### src/rtl/pcis_abd_rd_engine_pkg.sv
// AOSF1Types: shared ABD read-engine types and default buffer depths.
package AOSF1Types;
    localparam int ABD_ADDR_W = 64;
    localparam int ABD_MAX_DATA_W = 512;
    localparam int ABD_MAX_ID_W = 16;
    localparam int ABD_LOG_OUTSTANDING = 3;
    localparam int ABD_LOG_REQ_DEPTH = 3;
    typedef struct packed {
        logic                  valid;
        logic [ABD_ADDR_W-1:0] addr;
    } ABDReadReq;
    typedef struct packed {
        logic [ABD_MAX_DATA_W-1:0] data;
    } ABDInternalPacket;
    typedef struct packed {
        logic [ABD_MAX_ID_W-1:0] id;
        logic [8:0]              len;
        logic                    err;
    } ABDRdTrackEntry;
endpackage

### src/rtl/pcis_abd_rd_engine_fifo.sv
// HullFIFO: power-of-two synchronous FIFO; enq while full and deq while empty are ignored.
module HullFIFO #(
    parameter int W = 8,
    parameter int LOG_DEPTH = 3
) (
    input  logic               clk,
    input  logic               reset_n,
    input  logic               enq,
    input  logic [W-1:0]       din,
    input  logic               deq,
    output logic [W-1:0]       dout,
    output logic               full,
    output logic               empty,
    output logic [LOG_DEPTH:0] count
);
    logic [W-1:0] mem [2**LOG_DEPTH];
    logic [LOG_DEPTH:0] wptr, rptr;
    logic do_enq, do_deq;
    assign count = wptr - rptr;
    assign full = count[LOG_DEPTH];
    assign empty = count == '0;
    assign do_enq = enq && !full;
    assign do_deq = deq && !empty;
    assign dout = mem[rptr[LOG_DEPTH-1:0]];
    always_ff @(posedge clk) begin
        if (!reset_n) begin
            wptr <= '0;
            rptr <= '0;
        end else begin
            if (do_enq) wptr <= wptr + (LOG_DEPTH+1)'(1);
            if (do_deq) rptr <= rptr + (LOG_DEPTH+1)'(1);
        end
    end
    always_ff @(posedge clk) begin
        if (do_enq) mem[wptr[LOG_DEPTH-1:0]] <= din;
    end
endmodule

### src/rtl/pcis_abd_rd_engine.sv
// pcis_abd_rd_engine: AXI read slave splitting bursts into per-beat ABD requests and returning beats in order.
module pcis_abd_rd_engine
    import AOSF1Types::*;
#(
    parameter int DATA_W = 512,
    parameter int ID_W = 6,
    parameter int LOG_OUTSTANDING = ABD_LOG_OUTSTANDING,
    parameter int LOG_REQ_DEPTH = ABD_LOG_REQ_DEPTH
) (
    input  logic                     clk,
    input  logic                     rst_n,
    input  logic [ID_W-1:0]          arid,
    input  logic [63:0]              araddr,
    input  logic [7:0]               arlen,
    input  logic [2:0]               arsize,
    input  logic                     arvalid,
    output logic                     arready,
    output logic [ID_W-1:0]          rid,
    output logic [DATA_W-1:0]        rdata,
    output logic [1:0]               rresp,
    output logic                     rlast,
    output logic                     rvalid,
    input  logic                     rready,
    output ABDReadReq                rd_req,
    output logic                     rd_req_valid,
    input  logic                     rd_req_accept,
    input  ABDInternalPacket         rd_resp,
    input  logic                     rd_resp_valid,
    output logic                     rd_resp_accept,
    output logic [LOG_OUTSTANDING:0] outstanding_bursts
);
    localparam int BYTES = DATA_W / 8;
    localparam int OFF_W = $clog2(BYTES);
    typedef enum logic {IDLE, ISSUE} state_t;
    state_t state;
    logic [63:0] addr;
    logic [8:0] left, beat;
    ABDRdTrackEntry ar_entry, head;
    ABDReadReq req_in;
    logic trk_full, trk_empty, req_full, req_empty;
    logic ar_fire, ar_err, r_fire;
    logic [LOG_REQ_DEPTH:0] unused_req_count;
    logic unused_bits;
    assign ar_err = araddr[OFF_W-1:0] != '0 || arsize != 3'(OFF_W);
    assign arready = rst_n && state == IDLE && !trk_full;
    assign ar_fire = arvalid && arready;
    assign ar_entry = '{id: ABD_MAX_ID_W'(arid), len: {1'b0, arlen} + 9'd1, err: ar_err};
    assign req_in = '{valid: 1'b1, addr: addr};
    assign rd_req_valid = rst_n && !req_empty;
    // Error bursts synthesise SLVERR beats locally and never touch the response stream.
    assign rvalid = rst_n && !trk_empty && (head.err || rd_resp_valid);
    assign rdata = head.err ? '0 : rd_resp.data[DATA_W-1:0];
    assign rresp = head.err ? 2'b10 : 2'b00;
    assign rid = head.id[ID_W-1:0];
    assign rlast = rst_n && !trk_empty && beat == head.len - 9'd1;
    assign r_fire = rvalid && rready;
    assign rd_resp_accept = r_fire && !head.err;
    assign unused_bits = ^{head.id, rd_resp};
    always_ff @(posedge clk) begin
        if (!rst_n) begin
            state <= IDLE;
            addr <= '0;
            left <= '0;
            beat <= '0;
        end else begin
            if (r_fire) beat <= rlast ? '0 : beat + 9'd1;
            if (state == IDLE) begin
                if (ar_fire && !ar_err) begin
                    addr <= araddr;
                    left <= ar_entry.len;
                    state <= ISSUE;
                end
            end else if (!req_full) begin
                addr <= addr + 64'(BYTES);
                left <= left - 9'd1;
                if (left == 9'd1) state <= IDLE;
            end
        end
    end
    HullFIFO #(.W($bits(ABDRdTrackEntry)), .LOG_DEPTH(LOG_OUTSTANDING)) trk_fifo (
        .clk(clk), .reset_n(rst_n), .enq(ar_fire), .din(ar_entry), .deq(r_fire && rlast),
        .dout(head), .full(trk_full), .empty(trk_empty), .count(outstanding_bursts)
    );
    HullFIFO #(.W($bits(ABDReadReq)), .LOG_DEPTH(LOG_REQ_DEPTH)) req_fifo (
        .clk(clk), .reset_n(rst_n), .enq(state == ISSUE), .din(req_in), .deq(rd_req_accept),
        .dout(rd_req), .full(req_full), .empty(req_empty), .count(unused_req_count)
    );
endmodule
### config.mk
export PLATFORM = sky130hd
export DESIGN_NAME = pcis_abd_rd_engine
export DESIGN_NICKNAME = d
export VERILOG_FILES = /design/src/rtl/pcis_abd_rd_engine_pkg.sv /design/src/rtl/pcis_abd_rd_engine_fifo.sv /design/src/rtl/pcis_abd_rd_engine.sv
export SDC_FILE = /design/constraint.sdc
export NUM_CORES = 1
export LEC_CHECK = 0
export ABC_CLOCK_PERIOD_IN_PS = 8900
export CORE_AREA = 10 10 450 452
export DETAILED_ROUTE_END_ITERATION = 6
export DIE_AREA = 0 0 460 462
export GPL_ROUTABILITY_DRIVEN = 0
export HOLD_SLACK_MARGIN = 0.1
export PLACE_DENSITY = 0.46
export SETUP_SLACK_MARGIN = 0.5
export SLEW_MARGIN = 30
export SYNTH_ARGS = -nofsm -noshare
export SYNTH_HDL_FRONTEND = slang
export SYNTH_SLANG_ARGS = --single-unit
export TNS_END_PERCENT = 1
### constraint.sdc
create_clock -name clk -period 8.9 [get_ports clk]
set_input_delay 0.89 -clock clk [delete_from_list [all_inputs] [get_ports clk]]
set_output_delay 0.89 -clock clk [all_outputs]
set_load 0.005 [all_outputs]
==> results.toml, run 1 <==
[clocking]
tritoncts = "built"
cts.sinks = 745
clk_latency_ps = 660
cts.path.max_buffers = 3
cts-root-buf = "clkbuf_16"
ctsResizeCount = 0
post_cts_buffers = 0
clk_transition_reported_paths_ps = 60
htreeDepth = 3
cts_buffers = 84
ctsHoldBuffers = 0

[critical_path]
worstSetupPathType = "reg2out"
r2r_start = "req_fifo.wptr[1]$_SDFFE_PN0P_"
cp-start-kind = "flop"
crit_end = "rdata[422]"
critPathMaxFanout = 217
rrSetupSlack_ps = 5010
cp-end-kind = "output port"
crit_arrival_ps = 5080
reg2reg_to = "req_fifo.mem[7][35]$_DFFE_PP_"
rr_worst_depth = 10
worst_ep_required_time_ps = 8010

[synth]
syn_inst = 2384
ys_async_sr_fraction = 0
synth_edf_count = 640
syn_area_um2 = 33900
ys.flop_type = "edfxtp_1"
synth_seq_cells = 745
ys_seq_area_frac = 0.630
syn-num-nets = 3000
yosysWarnings = 0
synth.distinct_cells = 66
avgSynthCellArea_um2 = 14.2

[outcome]
status = "finished clean"

[layout]
fillers = 20300
drive_gt1_frac = 0.123
finalCoreUtilization = 0.272
layout_commonest_cell = "clkdlybuf4s50_1"
multi_input_comb_area_um2 = 12000
layout.cells.most_common_list = "clkdlybuf4s50_1 (1189), edfxtp_1 (640), and2_1 (532)"
finalNetCount = 4164
seq_area_um2 = 21300
syn_to_final_growth_pct = 55.5

[floorplan]
dieArea_um2 = 213000
dieHeight_um = 462
fp.dieW_um = 460
initial_core_util = 0.175
fp-row-count = 162
core-area_um2 = 194000
ios = 1193

[drt]
vias_per_cell = 4.26
final_antenna_net_count = 0
drcViolationCount = 0
totalWireLength_um = 293000
vias = 28100
wl_per_cell_um = 44.4
drt_iter0_markers = 2078
dr.pass1.iters = 5

[min_path]
hold_class = "reg2reg"

[power_and_ir_drop]
power_mw = 9.04
combPwrFrac = 0.213
power_frac_seq = 0.424
switchingPower_mw = 2.45
ir_drop_v = 0.000150
p_leak_nw = 16.6
clock_power_share = 0.363
powerDensity_nw_per_um2 = 172
p_int_mw = 6.58
swShare = 0.271

[timing]
slew_violations = 0
period_minus_slack_ps = 5970
slew_headroom = 0.232
clock.fmax_ghz = 0.167
fin_ws_ps = 2930
whs_ps = 487
period_share = 0.671
finalHoldViolCount = 0
worst_slew_pin_slew_ps = 1150
setup_viol = 0
setup_tns_ps = 0
rsz0062_at_grt = "false"
finalClockSkew_ps = 23.5

[global_route]
grt_pass1_vias = 27100
grt.overflow.total = 0
grt_max_degree = 218
grt_usage = 0.263
antenna_found_initial = 272
grt_pass1_wl_um = 350000

[placed_design]
hpwl_um = 245000
portBuffers = 1190
place_ws_ps = 3560

[job]
cap_viol_max_count = 0
==> critical path, cell delays in order, from the launching register on <==
cell	delay (ps)
dfxtp_2	930
mux4_2	640
mux2i_4	280
buf_4	600
buf_12	340
buf_16	420
and2_1	320
clkdlybuf4s50_1	540
==> registers in the layout (all words and copies together) (netlist names), named ones only <==
name / count
state: 1
trk_fifo.wptr: 4
beat: 9
req_fifo.rptr: 4
addr: 64
trk_fifo.rptr: 4
req_fifo.mem: 512
req_fifo.wptr: 4
trk_fifo.mem: 128
left: 9
==> synth_stat cells (3+ instances only) <==
library cell | number | area, µm²
nand2b_1 | 5 | 31.3
a21o_1 | 5 | 37.5
xnor2_1 | 18 | 158
and2_1 | 533 | 3330
a211oi_1 | 17 | 128
nand2_1 | 79 | 297
nor3_1 | 33 | 165
buf_2 | 7 | 35.0
and3_1 | 25 | 156
a41oi_1 | 5 | 43.8
a31oi_1 | 12 | 75.1
a2bb2oi_1 | 3 | 26.3
mux4_2 | 154 | 3470
buf_4 | 4 | 30.0
mux2_2 | 71 | 800
a22oi_1 | 10 | 75.1
nor2b_1 | 12 | 75.1
nand3_1 | 37 | 185
o211a_1 | 3 | 30.0
o21ai_0 | 61 | 305
nand4_1 | 20 | 125
o31ai_1 | 3 | 22.5
and4_1 | 8 | 70.1
nor2_1 | 108 | 405
buf_1 | 19 | 71.3
or2_2 | 4 | 25.0
o22ai_1 | 12 | 75.1
inv_1 | 33 | 124
nor3b_1 | 4 | 30.0
or3_1 | 6 | 37.5
ha_1 | 16 | 200
clkbuf_1 | 128 | 480
o221a_2 | 11 | 124
mux2i_1 | 30 | 300
edfxtp_1 | 640 | 19200
nor4_1 | 11 | 68.8
dfxtp_1 | 105 | 2100
a21oi_1 | 80 | 400
xor2_1 | 17 | 149
==> worst min-delay path by stage <==
stage / start / to / cells after the start
floorplan: trk_fifo.rptr[3]$_SDFFE_PN0P_ / trk_fifo.rptr[3]$_SDFFE_PN0P_ / 2
global placement: trk_fifo.rptr[3]$_SDFFE_PN0P_ / trk_fifo.rptr[3]$_SDFFE_PN0P_ / 2
detailed placement: trk_fifo.rptr[3]$_SDFFE_PN0P_ / trk_fifo.rptr[3]$_SDFFE_PN0P_ / 2
CTS: trk_fifo.rptr[3]$_SDFFE_PN0P_ / trk_fifo.rptr[3]$_SDFFE_PN0P_ / 2
global route: trk_fifo.rptr[3]$_SDFFE_PN0P_ / trk_fifo.rptr[3]$_SDFFE_PN0P_ / 2
finish: trk_fifo.rptr[3]$_SDFFE_PN0P_ / trk_fifo.rptr[3]$_SDFFE_PN0P_ / 2
==> layer usage <==
layer,wire (µm),global-route usage,vias up
met5,339,0.000669,-
met4,28400,0.254,50
met3,22100,0.0966,623
met2,149000,0.447,1534
met1,93500,0.241,14200
li1,-,-,11700
==> cell type report <==
| class | instances | area share |
|---|---|---|
| Clock buffer | 112 | 0.0431 |
| Inverter | 34 | 0.00242 |
| Clock inverter | 42 | 0.00578 |
| Tap cell | 2542 | 0.0604 |
| Sequential cell | 745 | 0.405 |
| Antenna cell | 448 | 0.0213 |
| Timing Repair Buffer | 1237 | 0.234 |
| Multi-Input combinational cell | 1446 | 0.227 |
==> logic make-up after synthesis <==
kind of cell / Yosys count / share of synthesized area
adder cells (fa/ha/maj): 17 / 0.00650
buffers and inverters: 193 / 0.0223
AND/OR/NAND/NOR: 893 / 0.150
multiplexers: 255 / 0.135
AO/OA/AOI/OAI: 243 / 0.0462
XOR/XNOR: 36 / 0.00972
other: 2 / 0.000222
flip-flops: 745 / 0.630
==> metrics by stage <==
step                      cell area [µm²]  instances
after floorplan                     33900       2384
after global placement              48800       5999
after detailed placement            48900       6003
after CTS                           51500       6157
after global routing                52400       6518
final                               52600       6606
==> power groups by stage <==
stage          logic [mW]  clock network (mW)  registers (mW)
2_1_floorplan       0.755                   0            3.84
3_3_place_gp         1.93                   0            3.91
3_5_place_dp         1.93                   0            3.91
4_1_cts              1.93                3.34            3.84
5_1_grt              2.00                3.49            3.84
6_report             1.93                3.28            3.83
(Power assumes the default switching activity.)
==> run 2: changes to the inputs <==
ABC_CLOCK_PERIOD_IN_PS = 6000   (was 8900)
PLACE_DENSITY = 0.45   (was 0.46)
clock period = 6 ns   (was 8.9 ns; I/O delays follow)
==> run 2 against run 1 <==
  * Combinational power is 53% higher
  * Sequential share of layout area about the same
  * Clock power increased by 63%
  * Global-route usage is 0.58 points higher
  * Clock-buffer cell count is 2 lower
  * Non-clock buffer count grew 12
  * Critical path depth is 2 higher
  * Via count is 0.66% lower
  * Sequential cell count is the same
  * Sequential power rose by 48%
  * Die area did not move
  * Critical endpoint is now rlast
==> results.toml, run 2 (synthesis gave the netlist of run 1 again) <==
[placed_design]
dp.cells = 6015
place_ws_ps = 1370
hpwl_um = 257000
portBuffers = 1190

[clocking]
clk_transition_reported_paths_ps = 60
post_cts_buffers = 0
htreeDepth = 3
tritoncts = "built"
ctsResizeCount = 0
ctsHoldBuffers = 0
cts.path.max_buffers = 3
clk_latency_ps = 670
cts_buffers = 87
cts.sinks = 745
cts-root-buf = "clkbuf_16"

[floorplan]
dieArea_um2 = 213000
fp-row-count = 162
initial_core_util = 0.175
ios = 1193
core-area_um2 = 194000
fp.dieW_um = 460
dieHeight_um = 462

[critical_path]
cp-end-kind = "output port"
worstSetupPathType = "reg2out"
critPathMaxFanout = 15
cp-start-kind = "flop"
worst_ep_required_time_ps = 5400
crit_arrival_ps = 4700

[layout]
finalCoreUtilization = 0.272
syn_to_final_growth_pct = 55.5
drive_gt1_frac = 0.128
largest_reg_flops = 512
layout.cells.most_common_list = "clkdlybuf4s50_1 (1188), edfxtp_1 (640), and2_1 (532)"
finalNetCount = 4179
fillers = 20100
layout_commonest_cell = "clkdlybuf4s50_1"
stdcell_count = 6411

[timing]
whs_ps = 370
finalHoldViolCount = 0
fin_ws_ps = 699
period_minus_slack_ps = 5300
clock.fmax_ghz = 0.189
slew_headroom = 0.292
period_share = 0.883
setup_tns_ps = 0
rsz0062_at_grt = "false"
setup_viol = 0
finalClockSkew_ps = 30.3
worst_slew_pin_slew_ps = 1060
slew_violations = 0

[drt]
wl_per_cell_um = 46.6
vias = 27900
drcViolationCount = 0
totalWireLength_um = 299000
drt_iter0_markers = 2384
final_antenna_net_count = 0
dr.pass1.iters = 5
vias_per_cell = 4.36

[min_path]
hold_class = "in2reg"

[global_route]
grt_pass1_vias = 26900
antenna_found_initial = 260
grt_pass1_wl_um = 356000
grt.overflow.total = 0
grt_max_degree = 225
grt_usage = 0.269

[power_and_ir_drop]
powerDensity_nw_per_um2 = 265
ir_drop_v = 0.000224
p_leak_nw = 16.8

[outcome]
status = "finished clean"

[job]
cap_viol_max_count = 0
==> run 2: changes by cell type in the layout (fill, tap and decap cells not counted), sizes merged, moves of 2 or more <==
cell,previous run,this run
buf,48,61
diode,448,235
clkbuf,112,110
inv,40,38
bufinv,1,9
==> run 2: critical path: stages, from the launching register on <==
cell and delay, ps:
dfxtp_1 900, mux4_2 420, mux2i_1 350, ha_1 330
inv_1 110, a41oi_1 230, xnor3_1 250, nand4_1 200
nor3_1 580, clkdlybuf4s50_1 650
==> run 2: final timing paths <==
| path | from | to | slack (ps) | cells past startpoint |
|---|---|---|---|---|
| max | flop | rlast | 700 | 9 |
| max reg2reg | req_fifo.wptr[0]$_SDFFE_PN0P_ | addr[33]$_SDFFE_PN0P_ | 2120 | 10 |
| min reg2reg | trk_fifo.rptr[3]$_SDFFE_PN0P_ | trk_fifo.rptr[3]$_SDFFE_PN0P_ | 490 | 2 |
| min | rst_n | trk_fifo.rptr[3]$_SDFFE_PN0P_ | 370 | 3 |
==> run 2: layer usage <==
layer	track usage	up-vias	wire, µm
li1	-	11500	-
met1	0.268	14200	102000
met2	0.458	1509	150000
met3	0.0987	600	23400
met4	0.201	106	23100
met5	0	-	711
==> run 2: power breakdown <==
group	total (mW)	internal (mW)	switching [mW]
combinational	2.96	1.49	1.47
clock	5.34	3.11	2.23
sequential	5.65	5.58	0.0664
total	13.9	10.2	3.76
==> run 2: per-stage QoR <==
stage                     cell area, µm²  total power [mW]
after global placement             49100              8.74
final                              52600              13.9
after CTS                          52000              14.1
after detailed placement           49200              8.74
after global routing               52500              14.4
after floorplan                    33900              6.82
==> run 2: area by class of cell <==
cell class / instances / area, µm² / area share
Multi-Input combinational cell: 1446 / 12000 / 0.228
Clock inverter: 50 / 579 / 0.0110
Clock buffer: 110 / 2280 / 0.0434
Tap cell: 2542 / 3180 / 0.0604
Timing Repair Buffer: 1249 / 12600 / 0.238
Inverter: 34 / 128 / 0.00242
Sequential cell: 745 / 21300 / 0.405
Antenna cell: 235 / 588 / 0.0112
